==> src/rtl/loop_replay_ctrl.sv <==
// Loop buffer: captures one iteration of a detected backward loop,
// then replays it into IFID with I-fetch blocked until a mispredict.
module loop_replay_ctrl #(
   parameter int DEPTH = 8,
   parameter int AW    = 3,
   parameter int XLEN  = 32
) (
   input  logic            clk,
   input  logic            reset,
   input  logic            loop_detect,
   input  logic [XLEN-1:0] loop_start,
   input  logic [XLEN-1:0] loop_end,
   input  logic            mispredict,
   input  logic            if_valid,
   input  logic [XLEN-1:0] if_pc,
   input  logic [31:0]     if_instr,
   input  logic            stall,
   output logic            rp_valid,
   output logic [XLEN-1:0] rp_pc,
   output logic [31:0]     rp_instr,
   output logic            fetch_block,
   output logic            fill_abort
);

   typedef enum logic [1:0] {
      IDLE   = 2'd0,
      FILL   = 2'd1,
      REPLAY = 2'd2
   } state_t;

   state_t state_q, state_d;

   logic [XLEN-1:0] start_q, start_d;
   logic [XLEN-1:0] end_q, end_d;
   logic [AW:0]     len_q, len_d;
   logic [AW-1:0]   wr_ptr_q, wr_ptr_d;
   logic [AW-1:0]   rd_ptr_q, rd_ptr_d;

   logic            rp_valid_q, rp_valid_d;
   logic [XLEN-1:0] rp_pc_q, rp_pc_d;
   logic [31:0]     rp_instr_q, rp_instr_d;
   logic            fetch_block_q, fetch_block_d;
   logic            fill_abort_q, fill_abort_d;

   logic [31:0]     buf_q [DEPTH];
   logic            buf_we;

   logic [XLEN-1:0] diff;
   logic            accept;
   logic [XLEN-1:0] fill_pc;
   logic [XLEN-1:0] rd_pc;
   logic [AW-1:0]   rd_nxt;

   // Comparing diff>>2 against DEPTH-1 avoids wrap of len for huge spans
   assign diff    = loop_end - loop_start;
   assign accept  = (loop_end >= loop_start)
                 && (diff[1:0] == 2'b00)
                 && (diff[XLEN-1:2] < (XLEN-2)'(DEPTH));
   assign fill_pc = start_q + XLEN'({wr_ptr_q, 2'b00});
   assign rd_pc   = start_q + XLEN'({rd_ptr_q, 2'b00});
   assign rd_nxt  = ({1'b0, rd_ptr_q} == len_q - 1'b1)
                  ? '0 : rd_ptr_q + 1'b1;

   always_comb begin
      state_d      = state_q;
      start_d      = start_q;
      end_d        = end_q;
      len_d        = len_q;
      wr_ptr_d     = wr_ptr_q;
      rd_ptr_d     = rd_ptr_q;
      rp_valid_d   = rp_valid_q;
      rp_pc_d      = rp_pc_q;
      rp_instr_d   = rp_instr_q;
      fill_abort_d = 1'b0;
      buf_we       = 1'b0;
      if (mispredict) begin
         state_d    = IDLE;
         rp_valid_d = 1'b0;
         if (state_q == FILL) fill_abort_d = 1'b1;
         if (state_q == REPLAY) begin
            rp_pc_d    = '0;
            rp_instr_d = '0;
         end
      end else begin
         case (state_q)
            IDLE: begin
               if (loop_detect && accept) begin
                  state_d  = FILL;
                  start_d  = loop_start;
                  end_d    = loop_end;
                  len_d    = {1'b0, diff[AW+1:2]} + 1'b1;
                  wr_ptr_d = '0;
               end
            end
            FILL: begin
               if (if_valid) begin
                  if (if_pc == fill_pc) begin
                     buf_we   = 1'b1;
                     wr_ptr_d = wr_ptr_q + 1'b1;
                     if (if_pc == end_q) begin
                        // First replay slot is start; bypass for 1-entry loops
                        state_d    = REPLAY;
                        rp_valid_d = 1'b1;
                        rp_pc_d    = start_q;
                        rp_instr_d = (wr_ptr_q == '0) ? if_instr : buf_q[0];
                        rd_ptr_d   = (len_q == 1) ? '0 : AW'(1);
                     end
                  end else begin
                     state_d      = IDLE;
                     fill_abort_d = 1'b1;
                  end
               end
            end
            REPLAY: begin
               if (!stall) begin
                  rp_valid_d = 1'b1;
                  rp_pc_d    = rd_pc;
                  rp_instr_d = buf_q[rd_ptr_q];
                  rd_ptr_d   = rd_nxt;
               end
            end
            default: state_d = IDLE;
         endcase
      end
      fetch_block_d = (state_d == REPLAY);
   end

   always_ff @(posedge clk) begin
      if (reset) begin
         state_q       <= IDLE;
         start_q       <= '0;
         end_q         <= '0;
         len_q         <= '0;
         wr_ptr_q      <= '0;
         rd_ptr_q      <= '0;
         rp_valid_q    <= 1'b0;
         rp_pc_q       <= '0;
         rp_instr_q    <= '0;
         fetch_block_q <= 1'b0;
         fill_abort_q  <= 1'b0;
      end else begin
         state_q       <= state_d;
         start_q       <= start_d;
         end_q         <= end_d;
         len_q         <= len_d;
         wr_ptr_q      <= wr_ptr_d;
         rd_ptr_q      <= rd_ptr_d;
         rp_valid_q    <= rp_valid_d;
         rp_pc_q       <= rp_pc_d;
         rp_instr_q    <= rp_instr_d;
         fetch_block_q <= fetch_block_d;
         fill_abort_q  <= fill_abort_d;
      end
   end

   always_ff @(posedge clk) begin
      if (buf_we && !reset) buf_q[wr_ptr_q] <= if_instr;
   end

   assign rp_valid    = rp_valid_q;
   assign rp_pc       = rp_pc_q;
   assign rp_instr    = rp_instr_q;
   assign fetch_block = fetch_block_q;
   assign fill_abort  = fill_abort_q;

endmodule

==> config.mk <==
export PLATFORM = sky130hd
export DESIGN_NAME = loop_replay_ctrl
export DESIGN_NICKNAME = d
export VERILOG_FILES = /design/src/rtl/loop_replay_ctrl.sv
export SDC_FILE = /design/constraint.sdc
export NUM_CORES = 1
export LEC_CHECK = 0
export ABC_AREA = 1
export ABC_CLOCK_PERIOD_IN_PS = 5100
export CELL_PAD_IN_SITES_DETAIL_PLACEMENT = 1
export CELL_PAD_IN_SITES_GLOBAL_PLACEMENT = 1
export CORE_ASPECT_RATIO = 0.9
export CORE_MARGIN = 1.5
export CORE_UTILIZATION = 44
export DETAILED_ROUTE_END_ITERATION = 12
export PLACE_DENSITY_LB_ADDON = 0.08
export SETUP_SLACK_MARGIN = 0.15
export SYNTH_ARGS = -nofsm -noshare
export SYNTH_HDL_FRONTEND = slang
export SYNTH_SLANG_ARGS = --single-unit
==> constraint.sdc <==
create_clock -name clk -period 5.1 [get_ports clk]
set_input_delay 1.02 -clock clk [delete_from_list [all_inputs] [get_ports clk]]
set_output_delay 1.02 -clock clk [all_outputs]
set_load 0.01 [all_outputs]
==> impl_results.md, run 1 <==
- Leading post-synthesis cells by cell area: edfxtp_1, dfxtp_1, nand2_1, nor2_1, inv_1
- Slew Limit Fails: 0
- Cell breakdown of the critical path: ha_1 -> inv_1 -> fa_1 -> or2_2 -> nand4_1 -> nor3_1 -> nand3b_1 -> nor4_1 -> nand3b_1 -> nor3_1 -> nand4_1 -> nor2_2 -> buf_12
- DR WL/cell: 21.7 um
- Tightest Pin Transition: 1050 ps
- Hold_sp: rp_pc[27]
- GR Util All Layers: 0.306
- Final Cell Area: 26200 um^2
- PostCTS Resize Cnt: 0
- Max_cap viols: 0
- Leading cell types in the layout, fill and taps excluded: nand2_1, nor2_1, inv_1
- Endpoints failing setup: 0
- Synthesized instance count: 2776
- Fin crit share: 0.815
- Worst rel slew slack: 0.298
- Worst endpoint required time: 5360 ps
- Die W: 239 um
- Worst hold slack: 461 ps
- Hold WC Path Type: reg2reg
- PnR Total Power: 7.41 mW
- Top Ports: 201
- Placed cell count: 3558
- Setup crit start: wr_ptr_q[0]
- First-pass GRT wire length: 121 mm
- Setup bufs post-CTS: 0
- Status: finished, final reports clean
- Commonest non-fill, non-tap cell in the layout: nand2_1
- Worst Path Max Fanout: 32
- Leakage: 10.5 nW
- Layout cells sized above 1: 0.0596
- Largest area contributor in the netlist: edfxtp_1
- Gpl congestion: 0.945
- Worst Setup Start Kind: register
- Fin crit period: 4150 ps
- Most common flop cell mapped by yosys: edfxtp_1
- Worst reg2reg startpoint: wr_ptr_q[0]
- Clk sinks: 402
- Worst vdd rail ir drop: 233 uV
- Hold_buf cts: 0
- Root buf cell: clkbuf_16
- Max Clock Freq: 241 MHz
- Unique masters post-synth: 47
- Worst slack at placement: 427 ps
- Dpl cell area: 24800 um^2
- DRC viols: 0
- TritonCTS Buffers: 44
- Worst Skew: 24.6 ps
- CTS max path bufs: 3
- Fill cells: 5959
- Clock-pin slew on the worst setup and hold paths: 60 ps
- Vias: 20.0k
- Starting Density: 0.447
- RSZ-0062 raised after global routing: no
- CP delay by family, top: simple AND/OR/NAND/NOR gates
- Async set-reset flop share out of synthesis: 0
- Finished Core Util: 0.533
- Antenna violations before repair: 8
- Post-Layout Cell Count: 3644
- Share of Yosys cell area claimed by the top area cell type: 0.349
- Final Hold Viols: 0
- Hold Path Cell Cnt: 2
- Slack of the critical path: 945 ps
- Avg Inst Size Synth: 7.93 um^2
- Die ar.: 51400 um^2
- Total congestion overflow: 0
- Chip Height: 215 um
- H-tree depth: 2
- Slowest cell on crit path: fa_1
- Bufs and invs on worst path: 2
- Worst-skew pair later-pin latency: 600 ps
- Router iterations before antenna repair: 5
- Placement Rows: 77
- Antenna viol nets, final: 0
- Final wirelength: 79.0 mm
- Final #Nets: 3114
- WP data arrival: 4410 ps
- Vias per cell: 5.49
- Area Growth Syn to Fin: 19.2%
- Setup crit end kind: register
- Register bit total from synthesis: 402
- Vias in the first global route: 21.0k
- DR iter-0 viols: 1221
- Core area: 49200 um^2
- Mapped Area: 22000 um^2
- Pwr/cell area: 282 nW/um^2
- EDFF count, synth: 256
- Ys Warns: 0
- CTS tree: built
- Syn_nets: 2957
- Setup TNS: 0 ps
- Seq/Total Area, Yosys: 0.482
- Largest net degree at the start of global routing: 85
- Footprint of the multi-input gates: 9660 um^2
- CP Class: reg2reg
- Detail Placement HPWL: 55.2 mm
- Port buffer count: 200
- Cell depth of the worst setup path: 13
- Reg area: 10600 um^2
- CP max stage delay: 540 ps
- Reg2reg path depth: 13
==> state kept, by name (all words and copies together) (netlist names), named ones only <==
signal	count
buf_q	256
end_q	32
rp_instr	32
rp_pc	32
start_q	32
len_q	4
rd_ptr_q	3
wr_ptr_q	3
state_q	2
fetch_block	1
fill_abort	1
rp_valid	1
==> final cells by class <==
class | count | share of cell area
diodes | 4 | 0.000382
clock buffers | 67 | 0.0472
clock inverters | 15 | 0.00892
inverters | 343 | 0.0491
multi-input cells | 1913 | 0.368
flip-flops and latches | 402 | 0.405
well taps | 671 | 0.0320
repair buffers | 229 | 0.0894
==> tightest hold or removal path: stages (launching register included) <==
cell,delay [ps]
dfxtp_1,310
nand2_1,60
a21oi_1,50
==> routing by layer <==
metal | global-route usage | part of all wire | vias up | wire [um]
met4 | 0.122 | 0.039 | 8 | 3100
met1 | 0.375 | 0.41 | 9809 | 32200
met2 | 0.540 | 0.50 | 544 | 39300
met3 | 0.0438 | 0.055 | 156 | 4330
li1 | - | - | 9491 | -
met5 | 0 | 0.00073 | - | 58
==> logic make-up (layout without fill, tap and decap cells) <==
family	count (synthesis)	count (layout)	synth area share
XOR/XNOR	60	60	0.0239
buffers and inverters	461	654	0.0831
AO/OA/AOI/OAI	419	419	0.121
flip-flops	402	402	0.482
other	0	4	0
AND/OR/NAND/NOR	1387	1387	0.263
adder cells (fa/ha/maj)	47	47	0.0277
==> path summary, 6_finish.rpt <==
| check | slack (ps) | end |
|---|---|---|
| max | 950 | buf_q[1][31] |
| min | 460 | rp_pc[27] |
| max reg2reg | 950 | buf_q[1][31] |
| min reg2reg | 460 | rp_pc[27] |
==> synth_stat cells (4+ instances only) <==
cell and number:
a211oi_1 4, a21oi_1 82, a22oi_2 35, and2_1 11
and3_1 4, buf_1 8, buf_2 10, buf_6 10
clkbuf_1 87, dfxtp_1 146, edfxtp_1 256, ha_1 44
inv_1 339, nand2_1 653, nand2_2 5, nand3_1 125
nand3b_1 8, nand4_1 68, nor2_1 455, nor2_2 6
nor3_1 18, nor4_1 10, o21a_1 4, o21ai_0 217
o21bai_1 8, o221ai_1 64, or2_2 10, xnor2_1 21
xor2_1 39
==> report_power, final <==
part	total, mW	internal (mW)	switching (mW)
clock	3.26	1.90	1.37
sequential	3.45	3.45	0.0000000107
combinational	0.689	0.248	0.441
total	7.41	5.60	1.81
Note: power is estimated with default switching activity, not from simulation.
==> inputs of run 2 (changes only) <==
--- a/config.mk
+++ b/config.mk
@@ -6,12 +6,12 @@
 export NUM_CORES = 1
 export LEC_CHECK = 0
 export ABC_AREA = 1
-export ABC_CLOCK_PERIOD_IN_PS = 5100
+export ABC_CLOCK_PERIOD_IN_PS = 3700
 export CELL_PAD_IN_SITES_DETAIL_PLACEMENT = 1
 export CELL_PAD_IN_SITES_GLOBAL_PLACEMENT = 1
 export CORE_ASPECT_RATIO = 0.9
 export CORE_MARGIN = 1.5
-export CORE_UTILIZATION = 44
+export CORE_UTILIZATION = 39
 export DETAILED_ROUTE_END_ITERATION = 12
 export PLACE_DENSITY_LB_ADDON = 0.08
 export SETUP_SLACK_MARGIN = 0.15
==> constraint.sdc (replaced) <==
create_clock -name clk -period 3.7 [get_ports clk]
set_input_delay 0.74 -clock clk [delete_from_list [all_inputs] [get_ports clk]]
set_output_delay 0.74 -clock clk [all_outputs]
set_load 0.01 [all_outputs]
==> impl_results.md, run 2 (synthesis results as in run 1) <==
- Antenna viol nets, final: 0
- Final Cell Area: 28700 um^2
- Gpl congestion: 0.926
- CTS max path bufs: 3
- Worst slack at placement: -589 ps
- Met1 GRT Util: 0.347
- Reg area: 10600 um^2
- Hold WC Path Type: reg2reg
- DRC viols: 0
- Final Hold Viols: 0
- Footprint of the multi-input gates: 10100 um^2
- Chip Height: 228 um
- Worst rel slew slack: 0.348
- Gr busiest metal: met2
- Status: finished, final reports clean
- Bufs and invs on worst path: 4
- Clk sinks: 402
- Pwr/cell area: 359 nW/um^2
- Largest net degree at the start of global routing: 98
- Max_cap viols: 0
- Antenna violations before repair: 11
- CP max stage delay: 490 ps
- Fin crit period: 3410 ps
- Leading cell types in the layout, fill and taps excluded: nand2_1, nor2_1, inv_1
- Post-Layout Cell Count: 3957
- Commonest non-fill, non-tap cell in the layout: nand2_1
- Final wirelength: 83.4 mm
- Layout cells sized above 1: 0.160
- Top Ports: 201
- Hold Path Cell Cnt: 2
- DR iter-0 viols: 1183
- Slowest cell on crit path: clkdlybuf4s50_1
- Reg-to-reg setup timing slack: 330 ps
- Worst Setup Start Kind: primary input
- Reg2reg path depth: 17
- Placement Rows: 82
- Cell breakdown of the critical path: clkdlybuf4s50_1 -> ha_1 -> nand2_1 -> nor2_2 -> buf_4 -> and2_1 -> nand2_1 -> nand3_2 -> nand2_2 -> nand3_1 -> nand2_2 -> nor2_1 -> nand3_2 -> nor2_4 -> nand4_4 -> buf_12 -> buf_6 -> nand2_1 -> nand2_1 -> nor2_1
- Met3 usage: 0.0419
- Placed cell count: 3855
- Max Clock Freq: 293 MHz
- Slack of the critical path: 286 ps
- Die ar.: 57900 um^2
- Tightest Pin Transition: 969 ps
- Slew Limit Fails: 0
- H-tree depth: 2
- Worst Path Max Fanout: 13
- Endpoints failing setup: 0
- Fill cells: 6684
- Die W: 253 um
- Met2 track demand over resource: 0.510
- Area Growth Syn to Fin: 30.2%
- Vias: 20.8k
- TritonCTS Buffers: 44
- Starting Density: 0.395
- Total congestion overflow: 0
- CTS tree: built
- DR WL/cell: 21.1 um
- Worst-skew pair later-pin latency: 610 ps
- Vias per cell: 5.25
- Most used cell, CP: nand2_1
- GR Util All Layers: 0.282
- Root buf cell: clkbuf_16
- Clock-pin slew on the worst setup and hold paths: 60 ps
- Cell depth of the worst setup path: 20
- Vias in the first global route: 21.8k
- Core area: 55700 um^2
- Port buffer count: 200
- RSZ-0062 raised after global routing: yes
- Router iterations before antenna repair: 5
- Hold_buf cts: 0
- Setup crit end kind: register
- Fin crit share: 0.923
- Dpl cell area: 26500 um^2
- Final #Nets: 3343
- WP data arrival: 3920 ps
- Most flop-heavy register: buf_q
- Worst vdd rail ir drop: 270 uV
- CP Class: in2reg
- Largest register FFs: 256
- Leakage: 11.8 nW
- Worst Skew: 40.8 ps
- Detail Placement HPWL: 59.8 mm
- First-pass GRT wire length: 126 mm
- Worst endpoint required time: 4210 ps
- CP delay by family, top: simple AND/OR/NAND/NOR gates
run 2: changes by cell type in the layout (fill, tap and decap cells not counted), sizes merged, moves of 3 or more:
cell | before | now
clkbuf | 67 | 70
clkdlybuf4s50 | 200 | 197
bufinv | 4 | 1
buf | 29 | 254
dlymetal6s2s | 0 | 3
run 2: path summary, 6_finish.rpt:
check              startpoint           end
setup reg to reg  wr_ptr_q[0]  buf_q[2][14]
setup / recovery  loop_end[3]     end_q[13]
hold reg to reg     rp_pc[16]     rp_pc[16]
hold / removal      rp_pc[16]     rp_pc[16]
run 2: stage by stage:
| stage | utilization | TNS (ps) | power (mW) | hold WS [ps] |
|---|---|---|---|---|
| 3_3_place_gp | 0.475 | -36130 | 5.99 | 453 |
| 3_5_place_dp | 0.475 | -32520 | 6.01 | 454 |
| 6_report | 0.515 | 0 | 10.3 | 461 |
| 4_1_cts | 0.504 | 0 | 10.3 | 463 |
| 2_1_floorplan | - | 0 | 5.35 | 482 |
| 5_1_grt | 0.514 | 0 | 10.6 | 490 |
run 2: tightest hold or removal path, cell delays in order, from the launching register on:
cell and delay [ps]:
dfxtp_1 310, nand2_1 60, a21oi_1 50
run 2: area by class of cell:
cell class	count	area share
clock buffers	66	0.0432
multi-input cells	1913	0.353
well taps	756	0.0330
flip-flops and latches	402	0.371
repair buffers	458	0.149
clock inverters	15	0.00607
diodes	4	0.000349
inverters	343	0.0450
run 2: timing repair:
| action | in CTS | in global routing |
|---|---|---|
| endpoints found under the setup margin | 64 | 380 |
| resized for setup | 17 | 122 |
| cloned | 2 | 6 |
| endpoints found under the hold margin | 0 | 0 |
| pin swaps | 3 | 19 |
| setup buffers | 2 | 7 |
run 2: metal layers:
metal	wire [um]	up-vias
met5	103	-
met2	42100	435
li1	-	9954
met4	2140	16
met3	3770	138
met1	35300	10200
run 2: power by group:
part           internal [mW]  total [mW]  switching, mW  leakage [nW]
combinational          0.535        1.24          0.702          7.61
clock                   2.41        4.30           1.88         0.676
sequential              4.76        4.76   0.0000000140          3.48
==> inputs of run 3 (changes only) <==
--- a/config.mk
+++ b/config.mk
@@ -12,6 +12,7 @@
 export CORE_ASPECT_RATIO = 0.9
 export CORE_MARGIN = 1.5
 export CORE_UTILIZATION = 39
+export CTS_CLUSTER_DIAMETER = 50
 export DETAILED_ROUTE_END_ITERATION = 12
 export PLACE_DENSITY_LB_ADDON = 0.08
 export SETUP_SLACK_MARGIN = 0.15
==> impl_results.md, run 3 (synthesis results as in run 1) <==
- Status: finished, final reports clean
- Worst Skew: 38.3 ps
- Clk sinks: 402
- Area Growth Syn to Fin: 31.3%
- DRC viols: 0
- TritonCTS Buffers: 47
- Cell depth of the worst setup path: 14
- Antenna viol nets, final: 0
- Total congestion overflow: 0
- Largest net degree at the start of global routing: 98
- Port buffer count: 200
- Bufs and invs on worst path: 4
- PnR Total Power: 10.5 mW
- Largest register FFs: 256
- Worst-skew pair later-pin latency: 600 ps
- Pwr/cell area: 365 nW/um^2
- Chip Height: 228 um
- Max Clock Freq: 293 MHz
- CTS tree: built
- Reg-to-Reg End: buf_q[0][1]
- Worst hold slack: 460 ps
- Top Ports: 201
- Met1 GRT Util: 0.347
- Root buf cell: clkbuf_16
- DR WL/cell: 21.1 um
- Slowest cell on crit path: dfxtp_1
- Most flop-heavy register: buf_q
- Placement Rows: 82
- WP data arrival: 3730 ps
- Vias in the first global route: 21.9k
- DR iter-0 viols: 1047
- Reg2reg path depth: 14
- Met2 track demand over resource: 0.507
- CTS max path bufs: 3
- Gpl congestion: 0.926
- Tightest Pin Transition: 1000 ps
- Gr busiest metal: met2
- Setup crit end kind: register
- CP max stage delay: 530 ps
- Worst reg2reg startpoint: start_q[15]
- Worst Path Max Fanout: 9
- Max_cap viols: 0
- Final wirelength: 83.4 mm
- Clock-pin slew on the worst setup and hold paths: 60 ps
- Reg-to-reg setup timing slack: 290 ps
- Fin crit share: 0.923
- Leakage: 11.8 nW
- Placed cell count: 3855
- Worst vdd rail ir drop: 261 uV
- Core area: 55700 um^2
- Layout cells sized above 1: 0.166
- Starting Density: 0.395
- Commonest non-fill, non-tap cell in the layout: nand2_1
- Met3 usage: 0.0438
- H-tree depth: 2
- Detail Placement HPWL: 59.8 mm
- Cell breakdown of the critical path: nand2_1 -> nor2_1 -> inv_1 -> nor2_1 -> nand3_1 -> nand2_1 -> o21ai_0 -> nor4_2 -> and3_4 -> nand4_1 -> buf_6 -> nor2_4 -> buf_12 -> clkbuf_16
- Hold_buf cts: 0
- Vias: 20.8k
- Final Hold Viols: 0
- GR Util All Layers: 0.283
- Hold WC Path Type: reg2reg
- Die ar.: 57900 um^2
- CP Class: reg2reg
- Worst Setup Start Kind: register
- Worst rel slew slack: 0.333
- Endpoints failing setup: 0
- Vias per cell: 5.26
- Final #Nets: 3345
- Die W: 253 um
- Finished Core Util: 0.519
- Router iterations before antenna repair: 5
- Slew Limit Fails: 0
- Setup crit start: start_q[15]
- First-pass GRT wire length: 126 mm
- Worst endpoint required time: 4010 ps
- Leading cell types in the layout, fill and taps excluded: nand2_1, nor2_1, inv_1
- Antenna violations before repair: 11
- RSZ-0062 raised after global routing: yes
- CP delay by family, top: simple AND/OR/NAND/NOR gates
- Post-Layout Cell Count: 3962
- Setup crit end: buf_q[0][1]
- Fin crit period: 3410 ps
-- run 3: cell types whose count changed in the layout (fill, tap and decap cells not counted), moves of 4 or more --
cell,change
nor2_1,-12
nor2_2,+11
clkbuf_16,+6
buf_4,-5
clkinv_4,+4
-- run 3: worst min-delay path by stage --
| stage | start | to | cells after the start |
|---|---|---|---|
| floorplan | start_q[0] | rp_pc[0] | 2 |
| global placement | rp_pc[21] | rp_pc[21] | 2 |
| detailed placement | rp_pc[16] | rp_pc[16] | 2 |
| CTS | rp_pc[16] | rp_pc[16] | 2 |
| global route | rp_pc[12] | rp_pc[12] | 2 |
| finish | rp_pc[16] | rp_pc[16] | 2 |
-- run 3: power by group --
| part | internal, mW | leakage [nW] | total, mW | switching (mW) |
|---|---|---|---|---|
| sequential | 4.76 | 3.48 | 4.76 | 0.0000000140 |
| clock | 2.61 | 0.734 | 4.54 | 1.94 |
| combinational | 0.542 | 7.63 | 1.25 | 0.704 |
| total | 7.91 | 11.8 | 10.5 | 2.64 |
-- run 3: layout make-up --
type                    instances  area (um^2)
well taps                     756          946
inverters                     343         1290
fillers                      6662        26800
clock buffers                  66         1290
repair buffers                457         4330
clock inverters                21          236
flip-flops and latches        402        10600
multi-input cells            1913        10200
diodes                          4         10.0
-- run 3: routing by layer --
layer	vias to the layer above	part of all wire
li1	9968	-
met1	10300	0.42
met2	453	0.50
met3	139	0.047
met4	16	0.027
met5	-	0.0012
-- run 3: stage by stage --
stage | area [um^2] | TNS [ps] | setup slack [ps]
global placement | 26500 | -36130 | -647
floorplan | 22000 | 0 | 56.4
finish | 28900 | 0 | 286
CTS | 28100 | 0 | 137
global route | 28900 | 0 | 110
detailed placement | 26500 | -32520 | -589
-- run 3: repair_timing --
item / in CTS / in global routing
setup endpoints to repair: 64 / 397
gates resized for setup: 13 / 144
pin swaps: 2 / 22
setup buffers: 1 / 6
gates cloned: 1 / 8
-- run 3: worst register-to-register path: stages (launching register included) --
cell       delay [ps]
dfxtp_1           530
nand2_1           210
nor2_1            410
inv_1              80
nor2_1            260
nand3_1           110
nand2_1           130
o21ai_0           140
nor4_2            270
and3_4            260
nand4_1           110
buf_6             170
nor2_4            130
buf_12            150
clkbuf_16         180
==> edit 1 (config.mk and constraints of run 2) <==
Make the reset (`reset`) asynchronous in one clocked block.
--- a/src/rtl/loop_replay_ctrl.sv
+++ b/src/rtl/loop_replay_ctrl.sv
@@ -125,7 +125,7 @@
       fetch_block_d = (state_d == REPLAY);
    end
 
-   always_ff @(posedge clk) begin
+   always_ff @(posedge clk or posedge reset) begin
       if (reset) begin
          state_q       <= IDLE;
          start_q       <= '0;
Function: differs if reset is asserted again (counterexample within 4 cycles, from zero or initial values and one cycle with reset high); with reset held inactive, the same outputs for 4 cycles.
==> edit 1 against run 2 <==
Routed wire length up 8.1%. Sequential power up 1%. Final area up 3.9%. Sequential share of layout area up 0.78 points. Final cell count down 0.96%. Total power up 6.5%. Critical path depth unchanged. Sequential cell count down 3. Setup slack worse by 130 ps. Synthesized area up 2.7%. Critical path type is now reg -> reg. Critical endpoint is now buf_q[3][21]. Largest cell class unchanged.
==> edit 1: results (changes against run 2) <==
- Worst Path Max Fanout: 8 (-5)
- Clock transition at path regs: 60 ps (about the same)
- Net Count, Synth: 2904 (-1.8%)
- Initial antenna violation count: 6 (-5)
- GPL Wtd Cong: 0.987 (+6.6%)
- Reg-to-Reg Start: wr_ptr_q[0]
- HP Start: rp_pc[7]
- Status: complete, no violations
- Synth async-reset ratio: 0.358 (+0.358)
- Most instantiated cells after synthesis: 692 x nand2_1, 293 x inv_1, 257 x nor2_1
- Pleak: 12.9 nW (+9.6%)
- Fraction of layout cells with a size suffix above 1: 0.158 (-0.00258)
- Vias in the first global route: 21500 (-1.5%)
- First-pass GRT wire length: 130000 um (+3.9%)
- Layout fillers: 6739 (+0.82%)
- Input/output buffers: 200 (unchanged)
- Top cells by area, synth: edfxtp_1 34%, dfrtp_1 16%, nand2_1 11%
- WL/cell: 23.0 um (+9.1%)
- Drt initial violations: 1688 (+43%)
- Maximum vdd drop: 0.349 mV (+29%)
- Largest net degree at the start of global routing: 101 (+3.1%)
- Worst Setup Path Type: reg -> reg
- Worst setup path end: buf_q[3][21]
- Register area share after synthesis: 0.499 (+0.0165)
- Placed cell area: 27100 um^2 (+2.2%)
- Clk_lat worst skew: 590 ps (-20 ps)
- Slew @ Worst Pin: 1120 ps (+149 ps)
- Vias/cell: 5.44 (+3.6%)
- DPL Wire Length: 62500 um (+4.5%)
- Crit path DAT: 3820 ps (-100 ps)
- Hold worst-path end: rp_pc[7]
- Worst Reg-to-Reg Cells: 20 (+3)
- Number of flip-flops in the largest register: 256 (unchanged)
- Final setup skew: 21.3 ps (-19.5 ps)
- Layout Nets: 3294 (-1.5%)
- GRT Total Usage: 0.286 (+0.00396)
- Reg2reg setup slack: 160 ps (-170 ps)
[edit 1: cell count changes after synthesis, moves of 32 or more]
| cell | run 2 | this run |
|---|---|---|
| inv_1 | 339 | 293 |
| dfxtp_1 | 146 | 0 |
| o221ai_1 | 64 | 32 |
| dfrtp_1 | 0 | 143 |
| nand4_1 | 68 | 168 |
| nor2_1 | 455 | 257 |
| nand2_1 | 653 | 692 |
| a22oi_2 | 35 | 0 |
| a21oi_1 | 82 | 155 |
[edit 1: critical path, cell delays in order, from the launching register on]
cell and delay (ps):
dfrtp_1 370, ha_2 190, inv_2 40, fa_2 340, inv_1 80, nand2_2 70
nand2_2 110, nand2_4 100, buf_4 160, nor2_2 110, buf_6 140, nand4_1 110
nand2_2 130, o2111ai_2 110, nor3_2 230, buf_4 180, nand4_1 100, buf_6 170
nor2_4 140, buf_8 170, buf_12 150
[edit 1: where the power goes]
| group | total (mW) | switching (mW) | internal [mW] | leakage [nW] |
|---|---|---|---|---|
| registers | 4.83 | 0.0326 | 4.80 | 4.26 |
| logic | 1.58 | 0.926 | 0.654 | 7.92 |
| clock network | 4.55 | 1.91 | 2.64 | 0.718 |
| total | 11.0 | 2.87 | 8.10 | 12.9 |
[edit 1: metal layers]
layer  vias to the layer above  track usage  wire length [um]
met5                         -            0                 0
met4                         0       0.0619              1840
met3                       105       0.0317              5280
met2                       617        0.465             41800
met1                     10600        0.412             41200
li1                       9988            -                 -
[edit 1: logic make-up (layout without fill, tap and decap cells)]
kind of cell               Yosys count  count (layout)  share of synthesized area
xor gates and xnor gates            82              82                     0.0321
and+or+nand+nor                   1323            1323                      0.257
adders and majority gates           47              47                     0.0270
DFF                                399             399                      0.499
other                                0               6                          0
AOI/OAI and AO/OA                  432             432                      0.107
buffers and inverters              440             865                     0.0786
[edit 1: cell type report]
class / count / area [um^2] / area share
inverters: 304 / 1150 / 0.0385
diodes: 6 / 15.0 / 0.000504
flip-flops and latches: 399 / 11300 / 0.378
well taps: 765 / 957 / 0.0321
clock buffers: 58 / 1190 / 0.0401
clock inverters: 23 / 278 / 0.00933
multi-input cells: 1884 / 9990 / 0.335
repair buffers: 480 / 4930 / 0.166
[edit 1: per-stage QoR]
stage	setup slack (ps)	total power, mW	cells	hold WS, ps
floorplan	-483	5.62	2723	449
global placement	-319	6.40	3793	452
detailed placement	-397	6.44	3793	457
CTS	154	11.0	3879	473
global route	1.33	11.3	3919	496
finish	160	11.0	3919	468
[edit 1: what timing repair did]
| action | CTS | global route |
|---|---|---|
| hold buffers | 0 | 0 |
| gates cloned | 1 | 23 |
| hold endpoints to repair | 0 | 0 |
| pin swaps | 4 | 16 |
| buffers inserted | 4 | 11 |
| gates resized for setup | 17 | 124 |
| endpoints found under the setup margin | 320 | 394 |
==> edit 2 (settings of run 2) <==
Made on the original files. The parameter `DEPTH` goes from 8 to 32.
--- a/src/rtl/loop_replay_ctrl.sv
+++ b/src/rtl/loop_replay_ctrl.sv
@@ -1,7 +1,7 @@
 // Loop buffer: captures one iteration of a detected backward loop,
 // then replays it into IFID with I-fetch blocked until a mispredict.
 module loop_replay_ctrl #(
-   parameter int DEPTH = 8,
+   parameter int DEPTH = 32,
    parameter int AW    = 3,
    parameter int XLEN  = 32
 ) (
Behaviour: not the same (a bounded check fails within 4 cycles, from zero or initial values and one cycle with reset high).
==> edit 2 against run 2 <==
Synthesized area is 0.20% higher. Setup slack worse by 11 ps. Non-clock buffer count decreased by 15. Routed wire length increased by 1.3%. Critical path depth down 3. Utilization increased by 0.29 points. Final area up 0.75%. Fmax fell by 0.33%. Total power rose by 1.6%. Sequential cell count did not move.
==> edit 2: results (changes against run 2) <==
- Drt initial violations: 1151 (-2.7%)
- Vias in the first global route: 21900 (+0.096%)
- Final setup skew: 28.4 ps (-12.4 ps)
- Status: complete, no violations
- Worst Path Max Fanout: 6 (-7)
- DPL Wire Length: 60600 um (+1.3%)
- Initial antenna violation count: 10 (-1)
- Layout fillers: 6745 (+0.91%)
- Pleak: 12.3 nW (+4.9%)
- Routed wire length: 84400 um (+1.3%)
- Maximum vdd drop: 0.281 mV (+4.2%)
- GRT Total Usage: 0.283 (+0.000853)
- Netlist cell types: 45 (-4.3%)
- Placed cell area: 26500 um^2 (about the same)
- Largest net degree at the start of global routing: 93 (-5.1%)
- Register area share after synthesis: 0.481 (-0.000985)
- Top cells by area, synth: edfxtp_1 35%, dfxtp_1 13%, nand2_1 13%
- Clk_lat worst skew: 580 ps (-30 ps)
- GPL Wtd Cong: 0.947 (+2.2%)
- Synth Area in Compound Gates: 0.108 (-0.0121)
- First-pass GRT wire length: 126000 um (+0.55%)
- Fraction of layout cells with a size suffix above 1: 0.144 (-0.0163)
- Vias/cell: 5.17 (-1.6%)
- Crit path DAT: 3720 ps (-200 ps)
- Slew @ Worst Pin: 724 ps (-246 ps)
- Net Count, Synth: 3051 (+3.2%)
- 1st-pass router iterations: 4 (-1)
## edit 2: changes by cell type in the layout (fill, tap and decap cells not counted), sizes merged, moves of 6 or more
| cell | before | now |
|---|---|---|
| nand2 | 658 | 742 |
| inv | 341 | 394 |
| a21boi | 0 | 38 |
| a22oi | 35 | 0 |
| nand4 | 69 | 34 |
| buf | 254 | 234 |
| a21oi | 82 | 73 |
| and2 | 12 | 4 |
| clkbuf | 70 | 78 |
| nand3 | 128 | 135 |
| nor2 | 462 | 469 |
| xor2 | 39 | 45 |
## edit 2: logic make-up (layout without fill, tap and decap cells)
kind of cell    Yosys count  after routing
compound gates          405            405
fa+ha+maj                51             51
simple gates           1433           1433
xor+xnor                 67             67
flops                   402            402
other cells               0              5
buf+inv                 508            922
## edit 2: critical path: stages, from the launching register on
cell and delay [ps]:
dfxtp_1 340, ha_1 390, nand3_1 120, nand3_2 130
buf_4 170, nand2_2 150, nor2_4 150, nand2_1 70
nand2_1 60, nand2_1 120, a211oi_2 270, nand3_1 120
nor2_2 150, buf_4 150, nand4_1 230, nor2_4 210
buf_8 170, clkbuf_16 160
## edit 2: path summary, 6_finish.rpt
check              from          end  slack [ps]  depth (start not counted)
max reg2reg  start_q[4]  buf_q[1][5]         270                         17
min reg2reg    rp_pc[4]     rp_pc[4]         470                          2
min            rp_pc[4]     rp_pc[4]         470                          2
max          start_q[4]  buf_q[1][5]         270                         17
## edit 2: stage by stage
stage | worst slack [ps] | std cells | total power, mW
2_1_floorplan | 33.4 | 2866 | 5.35
3_3_place_gp | -355 | 3926 | 5.98
3_5_place_dp | -443 | 3926 | 6.01
4_1_cts | 159 | 4008 | 10.5
5_1_grt | 99.9 | 4037 | 10.8
6_report | 275 | 4041 | 10.5
## edit 2: routing by layer
metal	vias up	share of wire	GRT usage	wire length (um)
met2	425	0.50	0.498	42600
met4	12	0.021	0.0686	1760
met5	-	0.00089	0	75
li1	10000	-	-	-
met3	110	0.040	0.0393	3380
met1	10300	0.43	0.365	36600
## edit 2: final cells by class
type	count	area [um^2]	area share
sequential	402	10600	0.368
multi-input combinational	1956	9990	0.346
timing repair buffer	443	4350	0.151
inverter	398	1500	0.0518
clock buffer	69	1290	0.0448
tap	756	946	0.0328
clock inverter	12	173	0.00598
antenna	5	12.5	0.000433
## edit 2: where the power goes
part / switching, mW / leakage [nW] / internal (mW)
clock: 1.84 / 0.715 / 2.63
combinational: 0.723 / 8.16 / 0.508
sequential: 0.0000000159 / 3.48 / 4.76
total: 2.56 / 12.3 / 7.89
## edit 2: repair_timing
action,4_1_cts,5_1_grt
endpoints found under the setup margin,141,395
setup buffers,0,17
resized for setup,10,147
cloned,1,11
pin swaps,0,22
